## src/rtl/face_scheduler.sv

```systemverilog
// Face scheduler: walks a frame's face list, fetches six vertex words per face
// from the face RAM, culls degenerate triangles and runs the shader handshake.
module face_scheduler #(
    parameter int FACE_W       = 10,
    parameter int START_CYCLES = 2,
    parameter int TIMEOUT      = 1048576
) (
    input  logic              clk,
    input  logic              reset_n,
    input  logic              frame_start,
    input  logic [FACE_W-1:0] num_faces,
    output logic              mem_rd,
    output logic [FACE_W+2:0] mem_addr,
    input  logic [15:0]       mem_rdata,
    output logic              shader_start,
    output logic [15:0]       v1x,
    output logic [15:0]       v1y,
    output logic [15:0]       v2x,
    output logic [15:0]       v2y,
    output logic [15:0]       v3x,
    output logic [15:0]       v3y,
    input  logic              shader_done,
    output logic              busy,
    output logic              frame_done,
    output logic [FACE_W-1:0] faces_drawn,
    output logic [FACE_W-1:0] faces_skipped,
    output logic              timeout_err
);

    localparam logic [2:0] IDLE  = 3'd0;
    localparam logic [2:0] FETCH = 3'd1;
    localparam logic [2:0] CHECK = 3'd2;
    localparam logic [2:0] START = 3'd3;
    localparam logic [2:0] WAIT  = 3'd4;
    localparam logic [2:0] NEXT  = 3'd5;
    localparam logic [2:0] DONE  = 3'd6;

    localparam int TO_W = (TIMEOUT > 1) ? $clog2(TIMEOUT) : 1;
    localparam int SC_W = (START_CYCLES > 1) ? $clog2(START_CYCLES) : 1;
    localparam logic [TO_W-1:0] TO_LAST = TO_W'(TIMEOUT - 1);
    localparam logic [SC_W-1:0] SC_LAST = SC_W'(START_CYCLES - 1);

    logic [2:0]        state;
    logic [2:0]        state_d;
    logic [2:0]        fetch_cnt;
    logic [SC_W-1:0]   start_cnt;
    logic [TO_W-1:0]   to_cnt;
    logic [FACE_W-1:0] face_idx;
    logic [FACE_W-1:0] face_total;
    logic [FACE_W-1:0] face_next;
    logic              same_12;
    logic              same_23;
    logic              same_13;
    logic              degenerate;

    // Control outputs decode straight from state, so an async reset clears them at once.
    assign mem_rd       = (state == FETCH) && (fetch_cnt < 3'd6);
    assign mem_addr     = mem_rd ? {face_idx, fetch_cnt} : '0;
    assign shader_start = (state == START);
    assign busy         = (state != IDLE) && (state != DONE);
    assign frame_done   = (state == DONE);

    assign face_next  = face_idx + FACE_W'(1);
    assign same_12    = (v1x == v2x) && (v1y == v2y);
    assign same_23    = (v2x == v3x) && (v2y == v3y);
    assign same_13    = (v1x == v3x) && (v1y == v3y);
    assign degenerate = same_12 || same_23 || same_13;

    always_comb begin
        // NOTE: state_d gets a default before the case so no path leaves it unassigned (no latch).
        state_d = state;
        case (state)
            IDLE:    if (frame_start) state_d = (num_faces == '0) ? DONE : FETCH;
            FETCH:   if (fetch_cnt == 3'd6) state_d = CHECK;
            CHECK:   state_d = degenerate ? NEXT : START;
            START:   if (start_cnt == SC_LAST) state_d = WAIT;
            WAIT:    if (shader_done || (to_cnt == TO_LAST)) state_d = NEXT;
            NEXT:    state_d = (face_next == face_total) ? DONE : FETCH;
            DONE:    state_d = IDLE;
            default: state_d = IDLE;
        endcase
    end

    always_ff @(posedge clk or negedge reset_n) begin
        if (!reset_n) begin
            state         <= IDLE;
            fetch_cnt     <= '0;
            start_cnt     <= '0;
            to_cnt        <= '0;
            face_idx      <= '0;
            face_total    <= '0;
            faces_drawn   <= '0;
            faces_skipped <= '0;
            timeout_err   <= 1'b0;
        end else begin
            // NOTE: non-blocking assignments so every register here samples pre-edge values.
            state     <= state_d;
            fetch_cnt <= (state == FETCH) ? fetch_cnt + 3'd1 : 3'd0;
            start_cnt <= (state == START) ? start_cnt + SC_W'(1) : '0;
            to_cnt    <= (state == WAIT) ? to_cnt + TO_W'(1) : '0;
            case (state)
                IDLE: begin
                    if (frame_start) begin
                        face_total    <= num_faces;
                        face_idx      <= '0;
                        faces_drawn   <= '0;
                        faces_skipped <= '0;
                        timeout_err   <= 1'b0;
                    end
                end
                CHECK: if (degenerate) faces_skipped <= faces_skipped + FACE_W'(1);
                WAIT: begin
                    // A done arriving on the last timeout cycle still counts as drawn.
                    if (shader_done) begin
                        faces_drawn <= faces_drawn + FACE_W'(1);
                    end else if (to_cnt == TO_LAST) begin
                        timeout_err   <= 1'b1;
                        faces_skipped <= faces_skipped + FACE_W'(1);
                    end
                end
                NEXT:    face_idx <= face_next;
                default: ;
            endcase
        end
    end

    // Read data lags the strobe by one cycle, so word k lands while fetch_cnt == k+1.
    always_ff @(posedge clk or negedge reset_n) begin
        if (!reset_n) begin
            // NOTE: these six flops drive the shader directly and must read zero after reset;
            // a real RAM array would be left unreset.
            v1x <= '0;
            v1y <= '0;
            v2x <= '0;
            v2y <= '0;
            v3x <= '0;
            v3y <= '0;
        end else if (state == FETCH) begin
            case (fetch_cnt)
                3'd1:    v1x <= mem_rdata;
                3'd2:    v1y <= mem_rdata;
                3'd3:    v2x <= mem_rdata;
                3'd4:    v2y <= mem_rdata;
                3'd5:    v3x <= mem_rdata;
                3'd6:    v3y <= mem_rdata;
                default: ;
            endcase
        end
    end

endmodule

```

## config.mk

```make
export PLATFORM = sky130hd
export DESIGN_NAME = face_scheduler
export DESIGN_NICKNAME = d
export VERILOG_FILES = /design/src/rtl/face_scheduler.sv
export SDC_FILE = /design/constraint.sdc
export NUM_CORES = 1
export LEC_CHECK = 0
export BUFFER_PORTS_ARGS = -buffer_cell sky130_fd_sc_hd__buf_2
export CORE_ASPECT_RATIO = 2
export CORE_MARGIN = 5
export CORE_UTILIZATION = 25
export DETAILED_ROUTE_END_ITERATION = 12
export HOLD_SLACK_MARGIN = 0.08
export SLEW_MARGIN = 5
export SYNTH_ARGS = -nofsm -noshare
export SYNTH_HDL_FRONTEND = slang
export SYNTH_SLANG_ARGS = --single-unit
```

## constraint.sdc

```tcl
create_clock -name clk -period 3.06 [get_ports clk]
set_input_delay 0.612 -clock clk [delete_from_list [all_inputs] [get_ports clk]]
set_output_delay 0.612 -clock clk [all_outputs]
set_load 0.1 [all_outputs]
```

After elaboration in Yosys (flattened, before gate mapping)

Index checks and enable logic that the tools add are counted.

Register bits after elaboration: 164
Bits in latches: 0
Bits in writable memories: 0
Bits in read-only memories: 0
Input port bits: 30
Output and inout bits: 134
Word-level logic and storage cells: 101
Memories: 0

$add $sub $neg: 6
Multiply operators: 0
Divide/modulo/power cells: 0
Magnitude comparators: 1
Equal/unequal tests: 29
Shift-type cells: 0
Multiplexer cells: 24
Bitwise logic cells: 0
Reductions and logical operators: 26

Operators with widths:

| cell                                                                  | count |
|---|---|
| 16-bit equality test                                                  | 6 |
| 10-bit two-way mux                                                    | 5 |
| 10-bit case mux with 2 select lines                                   | 2 |
| 10-bit by 1-bit adder with 10-bit output, second input constant       | 3 |
| 10-bit case mux with 3 select lines                                   | 1 |
| 3-bit two-way mux                                                     | 8 |
| 20-bit by 1-bit adder with 20-bit output, second input constant       | 1 |
| 20-bit equality test, second input constant                           | 1 |
| 20-bit two-way mux                                                    | 1 |
| 3-bit equality test, second input constant                            | 6 |
| 3-bit case mux with 6 select lines                                    | 1 |
| 2-bit AND reduction                                                   | 8 |
| 13-bit two-way mux                                                    | 1 |
| 3-bit by 2-bit equality test with 1-bit output, second input constant | 4 |
| 2-bit != test, second input constant                                  | 6 |
| 10-bit equality test                                                  | 1 |
| 10-bit zero test                                                      | 1 |
| 4-bit AND reduction                                                   | 2 |
| 3-bit by 1-bit equality test with 1-bit output, second input constant | 2 |
| 3-bit nonzero test                                                    | 2 |
| 1-bit logical AND                                                     | 5 |
| 5-bit AND reduction                                                   | 1 |
| 1-bit two-way mux                                                     | 4 |
| 2-bit by 1-bit != test with 1-bit output, second input constant       | 2 |
| other kinds (9)                                                       | 12 |

Logic depth before layout (Yosys ltp)

Gate-level depths: netlist of run 1.

Depth after elaboration: 6
Mapped depth: 9
Gate-level depth less buffers: 8

Worst setup path before layout of run 1

Ideal clock, no wire load.

Path type: register -> output
Start: register state[0]
End: output mem_addr[1]
Arrival: 3.129 ns
Required time: 2.448 ns
Slack: -0.681 ns
Stages on the path, launching flop included: 6
Buffers on the path: 2
Cell sequence: dfrtp_1 -> clkbuf_1 -> inv_1 -> or3_1 -> clkbuf_1 -> nor3_1

Cells in the longest elaborated chain, start to end: 3

Ends and longest elaborated chain:

| what                                           | RTL line | source |
|---|---|---|
| start: declaration                             | 43       | `logic [2:0] state;` |
| start signal: assignment                       | 97       | `state <= state_d;` |
| 3-bit by 1-bit equality test with 1-bit output | 57       | `assign mem_rd = (state == FETCH) && (fetch_cnt < 3'd6);` |
| 1-bit logical AND                              | 57       |  |
| 13-bit two-way mux                             | 58       | `assign mem_addr = mem_rd ? {face_idx, fetch_cnt} : '0;` |
| end: declaration                               | 13       | `output logic [FACE_W+2:0] mem_addr,` |

Every way passes these cells.

Final worst setup path of run 1

Start: register v1x[12]
End: register faces_skipped[5]

Cells in the longest elaborated chain, start to end: 6
Elaborated cells between the ends (all ways): 8
Classes of those cells: eq/ne: 3; reduce/logical: 5

Ends and longest elaborated chain:

| what                                   | RTL line | source |
|---|---|---|
| start: declaration                     | 16       | `output logic [15:0] v1x,` |
| start signal: assignment               | 140      | `3'd1: v1x <= mem_rdata;` |
| 16-bit equality test                   | 64       | `assign same_12 = (v1x == v2x) && (v1y == v2y);` |
| 1-bit logical AND                      | 64       |  |
| 1-bit logical OR                       | 67       | `assign degenerate = same_12 \|\| same_23 \|\| same_13;` |
| 1-bit logical OR *                     | 67       |  |
| 2-bit != test (no source line) *       | n/a      |  |
| 5-bit AND reduction (no source line) * | n/a      |  |
| end signal: assignment                 | 111      | `CHECK: if (degenerate) faces_skipped <= faces_skipped + FACE_W'(1);` |
| end signal: assignment                 | 118      | `faces_skipped <= faces_skipped + FACE_W'(1);` |
| end: declaration                       | 26       | `output logic [FACE_W-1:0] faces_skipped,` |

Every way passes the cells marked *; elsewhere a longest branch is shown, timed or not.
A chain may end at the register's enable or synchronous reset.

==> results of run 1 <==
## sequential cells by signal, summed over array words and instances, names as in the netlist, 10 cells and up
signal and cells:
v2y 16, v2x 16, faces_skipped 10, to_cnt 20
face_idx 10, v1y 16, v3x 16, v3y 16
v1x 16, face_total 10, faces_drawn 10
## timing repair
| action | in CTS | in global routing |
|---|---|---|
| hold endpoints to repair | 0 | 0 |
| hold buffers | 0 | 0 |
| resized for setup | 0 | 2 |
| endpoints found under the setup margin | 0 | 8 |
## worst reg2reg max path, delay by kind of cell (launching register included)
family | cells | cell delay, ns
AND/OR/NAND/NOR | 5 | 1.46
buffers and inverters | 1 | 0.18
AO/OA/AOI/OAI | 1 | 0.39
flip-flops | 1 | 0.42
XOR/XNOR | 1 | 0.29
## power by group
group	switching, mW	internal (mW)
sequential	0.813	2.73
combinational	4.96	1.59
clock	0.946	1.18
## layout make-up
cell class / instances / area, um2 / area share
Multi-Input combinational cell: 555 / 4070 / 0.386
Timing Repair Buffer: 187 / 1210 / 0.115
Clock buffer: 20 / 457 / 0.0433
Tap cell: 432 / 541 / 0.0512
Antenna cell: 1 / 2.50 / 0.000237
Clock inverter: 12 / 123 / 0.0116
Sequential cell: 164 / 4110 / 0.389
Inverter: 11 / 41.3 / 0.00391
## through the flow
| step | std cells | utilization |
|---|---|---|
| 2_1_floorplan | 762 | - |
| 3_3_place_gp | 1349 | 0.303 |
| 3_5_place_dp | 1349 | 0.303 |
| 4_1_cts | 1381 | 0.320 |
| 5_1_grt | 1382 | 0.320 |
| 6_report | 1382 | 0.320 |
## logic make-up (layout without fill, tap and decap cells)
logic type / Yosys count / after routing / synth area share
flops: 164 / 164 / 0.493
buf+inv: 43 / 230 / 0.0203
xor+xnor: 129 / 129 / 0.136
mux: 97 / 97 / 0.131
simple gates: 244 / 244 / 0.152
compound gates: 76 / 76 / 0.0550
fa+ha+maj: 9 / 9 / 0.0135
other cells: 0 / 1 / 0
## routing by layer
layer	share of wire	GRT usage	vias up
met1	0.34	0.144	3209
met5	0.00046	0	-
met4	0.046	0.0810	2
met2	0.57	0.294	167
li1	-	-	3013
met3	0.037	0.0331	53
## layout by cell type (no fill, tap or decap), drive strengths merged, types with 5 or more instances in the layout
cell type,count
xor2,17
nand4,33
clkbuf,21
nor2b,5
or3,9
and2,18
xnor2,112
a21oi,16
and3,12
nor4,9
clkinv,6
mux2,97
ha,9
o31ai,16
nand3,26
nand2,56
o21ai,30
dfrtp,164
nor3,9
nor2,46
inv,14
buf,186
## final timing paths
kind,startpoint,end,slack [ns]
worst max register to register,v1x[12],faces_skipped[5],0.21
max in group asynchronous,reset_n,state[0],2.15
worst max-delay path,v1x[12],faces_skipped[5],0.21
worst min-delay path,reset_n,v3x[1],0.13
worst min register to register,start_cnt,start_cnt,0.49
min in group clk,num_faces[5],face_total[5],0.38
==> flow_summary.yaml, run 1 <==
outcome:
  status: "complete, no violations"
cells_and_area:
  layout.nets: 975
  fillers: 3431
  drive_gt1_frac: 0.349
  stdcell_area_um2: 10500
  synthToLayoutAreaGrowth_pct: 26.6
worst_setup_path:
  crit_arrival_ns: 3.18
  cp_top_family: "simple AND/OR/NAND/NOR gates"
  required_ns: 3.39
  criticalPathCategory: "register to register"
  path_buf_inv: 1
  endpoint_kind: "register"
  worstRegToRegCells: 8
  crit_chain: "xnor2_1 -> buf_4 -> nand4_1 -> nor4_1 -> nand2_1 -> and4b_4 -> or2_0 -> o41ai_1"
  start_kind: "register"
  cpPeakStageDelay_ns: 0.48
  crit_slowest_cell: "nor4_1"
  crit_fanout: 13
  crit_cells: 8
place:
  port_buffers: 163
  dp_hpwl_mm: 22.0
  place_area_um2: 9960
  gp_congestion: 0.829
  post-place-ws_ns: 0.280
synthesis:
  synth_edf_count: 0
  yosysUniqueCellTypes: 40
  ys_seq_area_frac: 0.493
  synthCells: 762
  synth_common_cells: "dfrtp_1, xnor2_1, mux2_2"
  synth_area_leader_cell: "dfrtp_1"
  syn-cell-area_um2: 8330
  ys_seq_elements: 164
  synth_nets: 801
  synthArstFlopShare: 1.00
  synth.most_common_cell: "dfrtp_1"
  ys.flop_type: "dfrtp_1"
  synth_area_leaders: "dfrtp_1, mux2_2, xnor2_1"
  yosys_warnings: 0
  netlist.area_leader.share: 0.493
  syn-mean-instance-area_um2: 10.9
detailed_routing:
  first_pass_iters: 4
  drc: 0
  totalWireLength_mm: 28.0
  drt_iter0_drc: 307
  wl_per_cell_um: 20.3
  viasPerCell: 4.66
  ant_nets: 0
  vias: 6444
grt:
  grt_pass1_wl_mm: 41.8
  gr-usage-all-layers: 0.150
  overflow: 0
  antenna_found_initial: 2
  grt_pass1_vias: 6861
  grt_max_degree: 56
sta:
  fin_crit_ns: 2.85
  setup_slack_ns: 0.207
  post-route-period-util: 0.932
  finalMaxSlewViolations: 0
  skew_ns: 0.0161
  hold_viol: 0
  timing.fmax_mhz: 350
  rsz0062_at_grt: "no"
  tightest_slew_ns: 0.859
  holdWs_ns: 0.131
  setup_viol: 0
  slew_headroom: 0.427
  finalSetupTns_ns: 0
job:
  cap_viol_max_count: 0
clock_network:
  cts_tree: "built"
  htreeDepth: 4
  clk_pin_slew_ns: 0.07
  cts_root_buffer: "clkbuf_16"
  cts_inserted_buffers: 17
  clockBufferDepth: 2
  clock_sinks: 164
  cts_setup_buffers: 0
  clk_latency_ns: 0.45
floorplanning:
  rows: 94
  die_area_um2: 37300
  pin_count: 164
  initial_core_util: 0.253
  die_y_um: 268
  core-area_um2: 32900
  die_x_um: 139
pwr:
  fin_total_pwr_mw: 12.2
  ir_drop_mv: 0.713
  p_leak_nw: 4.54
  p_per_area_nw_per_um2: 1160
min_path:
  worstHoldPathType: "input port to asynchronous set/reset pin"
(Power assumes the default switching activity.)
==> inputs of run 2 (changes only) <==
PLACE_DENSITY = 0.44   (was unset)
==> run 2 against run 1 <==
Flip-flop and latch count is the same. Cell area is 0.20% higher. Combinational power is 0.6% lower. Critical path depth down 1. Sequential power hardly changed. Die area did not move. Worst hold slack better by 0.25 ns. Setup slack got worse by 0.023 ns. Critical path type unchanged. Critical endpoint is now faces_skipped[3]. Largest cell class unchanged. Highest routed layer is now met4.
==> flow_summary.yaml, run 2 (same netlist as run 1, synthesis figures left out) <==
worst_setup_path:
  start_kind: "register"
  crit_chain: "xnor2_1 -> nand4_1 -> nor4_1 -> nand2_1 -> and4b_4 -> or2_0 -> o41ai_1"
  cp_top_family: "simple AND/OR/NAND/NOR gates"
  endpoint_kind: "register"
  crit_arrival_ns: 3.20
  crit_slowest_cell: "dfrtp_1"
  crit_fanout: 13
  criticalPathCategory: "register to register"
  crit_cells: 7
  cpPeakStageDelay_ns: 0.43
  path_buf_inv: 0
  worstRegToRegCells: 7
  r2r_start: "v1y[11]"
  worstSetupStartpoint: "v1y[11]"
  required_ns: 3.38
cells_and_area:
  drive_gt1_frac: 0.346
  layout.nets: 970
  synthToLayoutAreaGrowth_pct: 26.9
  instances_no_fill: 1376
  fillers: 3521
  regMostFlops: "to_cnt"
  final_common_cell: "dfrtp_1"
  finalCoreUtilization: 0.321
  largest_reg_flops: 20
  mostFrequentLayoutCells: "dfrtp_1, buf_2, xnor2_1, mux2_2, nand2_1"
clock_network:
  clk_latency_ns: 0.44
  clock_sinks: 164
  htreeDepth: 4
  cts_root_buffer: "clkbuf_16"
  cts_inserted_buffers: 17
  clockBufferDepth: 2
  clk_pin_slew_ns: 0.07
  cts_tree: "built"
  cts_setup_buffers: 0
sta:
  post-route-period-util: 0.940
  holdWs_ns: 0.378
  setup_viol: 0
  fin_crit_ns: 2.88
  hold_viol: 0
  finalMaxSlewViolations: 0
  skew_ns: 0.0104
  slew_headroom: 0.392
  tightest_slew_ns: 0.912
  timing.fmax_mhz: 348
  rsz0062_at_grt: "no"
  finalSetupTns_ns: 0
grt:
  grt_max_degree: 90
  use_met2: 0.307
  overflow: 0
  met3_usage: 0.0340
  gr-usage-all-layers: 0.156
  grt.busiest_layer: "met2"
  met1_usage: 0.154
  grt_pass1_vias: 6708
  grt_pass1_wl_mm: 43.3
  antenna_found_initial: 1
detailed_routing:
  totalWireLength_mm: 28.9
  drt_iter0_drc: 332
  wl_per_cell_um: 21.0
  vias: 6413
  first_pass_iters: 6
  ant_nets: 0
  viasPerCell: 4.66
  drc: 0
floorplanning:
  rows: 94
  die_area_um2: 37300
  die_y_um: 268
  core-area_um2: 32900
  die_x_um: 139
  initial_core_util: 0.253
  pin_count: 164
place:
  dp_hpwl_mm: 22.2
  port_buffers: 163
  gp_congestion: 0.844
  dp.cells: 1343
pwr:
  ir_drop_mv: 0.912
  p_per_area_nw_per_um2: 1170
  p_leak_nw: 4.55
min_path:
  min_delay_path_depth: 3
  hold_start: "num_faces[4]"
  worstHoldPathType: "input port to register"
outcome:
  status: "complete, no violations"
job:
  cap_viol_max_count: 0
[run 2: layer usage]
layer  vias up  share of wire
met5         -              0
met4         0          0.038
met3        40          0.033
met2       164           0.58
met1      3202           0.35
li1       3007              -
[run 2: worst paths after layout]
path                               endpoint  slack [ns]
setup / recovery           faces_skipped[3]        0.18
setup reg to reg           faces_skipped[3]        0.18
hold / removal                face_total[4]        0.38
min in group asynchronous     face_total[3]        0.56
max in group asynchronous           v2y[10]        1.72
hold reg to reg                   start_cnt        0.47
[run 2: area by class of cell]
type                       instances  area, um2  share of cell area
multi-input combinational        555       4080               0.386
antenna                            1       2.50            0.000237
sequential                       164       4110               0.388
clock buffer                      19        453              0.0429
clock inverter                    12        178              0.0168
inverter                          11       41.3             0.00391
timing repair buffer             182       1170               0.111
tap                              432        541              0.0511
[run 2: power by group]
group | leakage [nW] | total (mW) | internal [mW] | switching [mW]
clock | 0.309 | 2.34 | 1.41 | 0.929
combinational | 2.17 | 6.51 | 1.58 | 4.93
sequential | 2.07 | 3.56 | 2.73 | 0.829
[run 2: stage by stage]
stage / setup WS [ns] / cell area, um2 / total power, mW
2_1_floorplan: -0.681 / 8340 / 8.53
3_3_place_gp: 0.147 / 9920 / 10.2
3_5_place_dp: 0.131 / 9920 / 10.2
4_1_cts: 0.0821 / 10600 / 12.6
5_1_grt: 0.0904 / 10600 / 13.0
6_report: 0.184 / 10600 / 12.4
[run 2: tightest hold or removal path: cells and delay by family]
| kind | cells | cell delay (ns) |
|---|---|---|
| buffers and inverters | 1 | 0.09 |
| AND/OR/NAND/NOR | 2 | 0.08 |
[run 2: repair_timing]
item / in CTS / in global routing
hold buffers: 1 / 0
endpoints found under the hold margin: 12 / 0
endpoints found under the setup margin: 0 / 3
resized for setup: 0 / 2
==> inputs of run 3 (changes only) <==
CTS_BUF_LIST = sky130_fd_sc_hd__clkbuf_16   (was unset)
==> run 3 against run 2 <==
Setup slack better by 0.0089 ns. Final cell count stayed put. First-iteration DRC count is 1.8% higher. Largest cell class unchanged.
==> flow_summary.yaml, run 3 (same netlist as run 1, synthesis figures left out) <==
cells_and_area:
  layout.nets: 970
  fillers: 3522
  largest_reg_flops: 20
  finalCoreUtilization: 0.320
  final_common_cell: "dfrtp_1"
  regMostFlops: "to_cnt"
  synthToLayoutAreaGrowth_pct: 26.6
  ff_latch_area_um2: 4110
  multi_input_area_um2: 4080
  mostFrequentLayoutCells: "dfrtp_1, buf_2, xnor2_1, mux2_2, nand2_1"
  drive_gt1_frac: 0.344
pwr:
  seqPwrFrac: 0.288
  power_switching_mw: 6.68
  pwr-share-comb: 0.527
  p_leak_nw: 4.54
  p_per_area_nw_per_um2: 1170
  switching_share: 0.541
  ir_drop_mv: 0.912
  fin_total_pwr_mw: 12.3
  clkPwrFrac: 0.185
  p_int_mw: 5.66
floorplanning:
  initial_core_util: 0.253
  die_y_um: 268
  die_area_um2: 37300
  die_x_um: 139
  core-area_um2: 32900
  rows: 94
  pin_count: 164
grt:
  grt_pass1_vias: 6707
  antenna_found_initial: 1
  met3_usage: 0.0340
  grt_max_degree: 90
  overflow: 0
  gr-usage-all-layers: 0.156
  grt.busiest_layer: "met2"
  grt_pass1_wl_mm: 43.3
  met1_usage: 0.154
  use_met2: 0.307
sta:
  setup_slack_ns: 0.193
  setup_viol: 0
  timing.fmax_mhz: 349
  tightest_slew_ns: 0.882
  hold_viol: 0
  skew_ns: 0.00876
  holdWs_ns: 0.378
  finalMaxSlewViolations: 0
  slew_headroom: 0.412
  post-route-period-util: 0.937
  finalSetupTns_ns: 0
  fin_crit_ns: 2.87
  rsz0062_at_grt: "no"
clock_network:
  htreeDepth: 4
  cts_root_buffer: "clkbuf_16"
  clock_sinks: 164
  cts_setup_buffers: 0
  cts_inserted_buffers: 17
  clk_latency_ns: 0.44
  clk_pin_slew_ns: 0.07
  clockBufferDepth: 2
  cts_tree: "built"
place:
  port_buffers: 163
  dp_hpwl_mm: 22.2
  post-place-ws_ns: 0.131
  gp_congestion: 0.844
worst_setup_path:
  worstRegToRegCells: 7
  cpPeakStageDelay_ns: 0.43
  endpoint_kind: "register"
  r2r_end: "faces_skipped[3]"
  criticalPathCategory: "register to register"
  crit_chain: "xnor2_1 -> nand4_1 -> nor4_1 -> nand2_1 -> and4b_4 -> or2_0 -> o41ai_1"
  crit_arrival_ns: 3.19
  r2r_start: "v1y[11]"
  crit_slowest_cell: "dfrtp_1"
  required_ns: 3.39
  r2r_slack_ns: 0.19
  crit_fanout: 13
  start_kind: "register"
detailed_routing:
  first_pass_iters: 5
  ant_nets: 0
  drt_iter0_drc: 338
  viasPerCell: 4.65
  wl_per_cell_um: 21.0
  vias: 6398
  totalWireLength_mm: 28.9
  drc: 0
min_path:
  worstHoldPathType: "input port to register"
  min_delay_path_depth: 3
  min_to: "face_total[4]"
  hold_start: "num_faces[4]"
outcome:
  status: "complete, no violations"
job:
  cap_viol_max_count: 0
## run 3: what timing repair did
action	4_1_cts	5_1_grt
setup endpoints to repair	0	3
gates resized for setup	0	2
endpoints found under the hold margin	12	0
hold buffers	1	0
## run 3: final cells by class
| type | instances | area share |
|---|---|---|
| Timing Repair Buffer | 182 | 0.111 |
| Sequential cell | 164 | 0.389 |
| Antenna cell | 1 | 0.000237 |
| Clock buffer | 17 | 0.0403 |
| Multi-Input combinational cell | 555 | 0.386 |
| Inverter | 11 | 0.00391 |
| Clock inverter | 14 | 0.0176 |
| Tap cell | 432 | 0.0512 |
## run 3: power groups by stage
| stage | combinational (mW) | sequential [mW] | clock [mW] |
|---|---|---|---|
| after floorplan | 2.13 | 6.39 | 0 |
| after global routing | 6.81 | 3.66 | 2.45 |
| after detailed placement | 6.58 | 3.61 | 0 |
| after global placement | 6.58 | 3.59 | 0 |
| final | 6.50 | 3.56 | 2.28 |
| after CTS | 6.60 | 3.57 | 2.37 |
## run 3: per-stage QoR
step                cells  cell area (um2)
detailed placement   1343             9920
CTS                  1375            10500
floorplan             762             8340
global placement     1343             9920
finish               1376            10500
global route         1376            10500
## run 3: layer usage
layer | wire length (um) | up-vias
met5 | 0 | -
met4 | 1100 | 0
met3 | 967 | 44
met2 | 16700 | 165
met1 | 10100 | 3187
li1 | - | 3002
## run 3: worst max-delay path by stage
stage                   from               end  slack (ns)  depth (start not counted)
floorplan           state[0]       mem_addr[1]       -0.68                          5
global placement     v1x[12]  faces_skipped[3]        0.15                          7
detailed placement   v1x[12]  faces_skipped[3]        0.13                          7
CTS                 state[0]      mem_addr[12]        0.08                          6
global route        state[1]      mem_addr[12]        0.09                          6
finish               v1y[11]  faces_skipped[3]        0.19                          7
## run 3: worst max-delay path, delay by kind of cell, from the launching register on
| family | cells | cell delay (ns) |
|---|---|---|
| simple gates | 5 | 1.53 |
| flops | 1 | 0.43 |
| compound gates | 1 | 0.40 |
| xor+xnor | 1 | 0.39 |
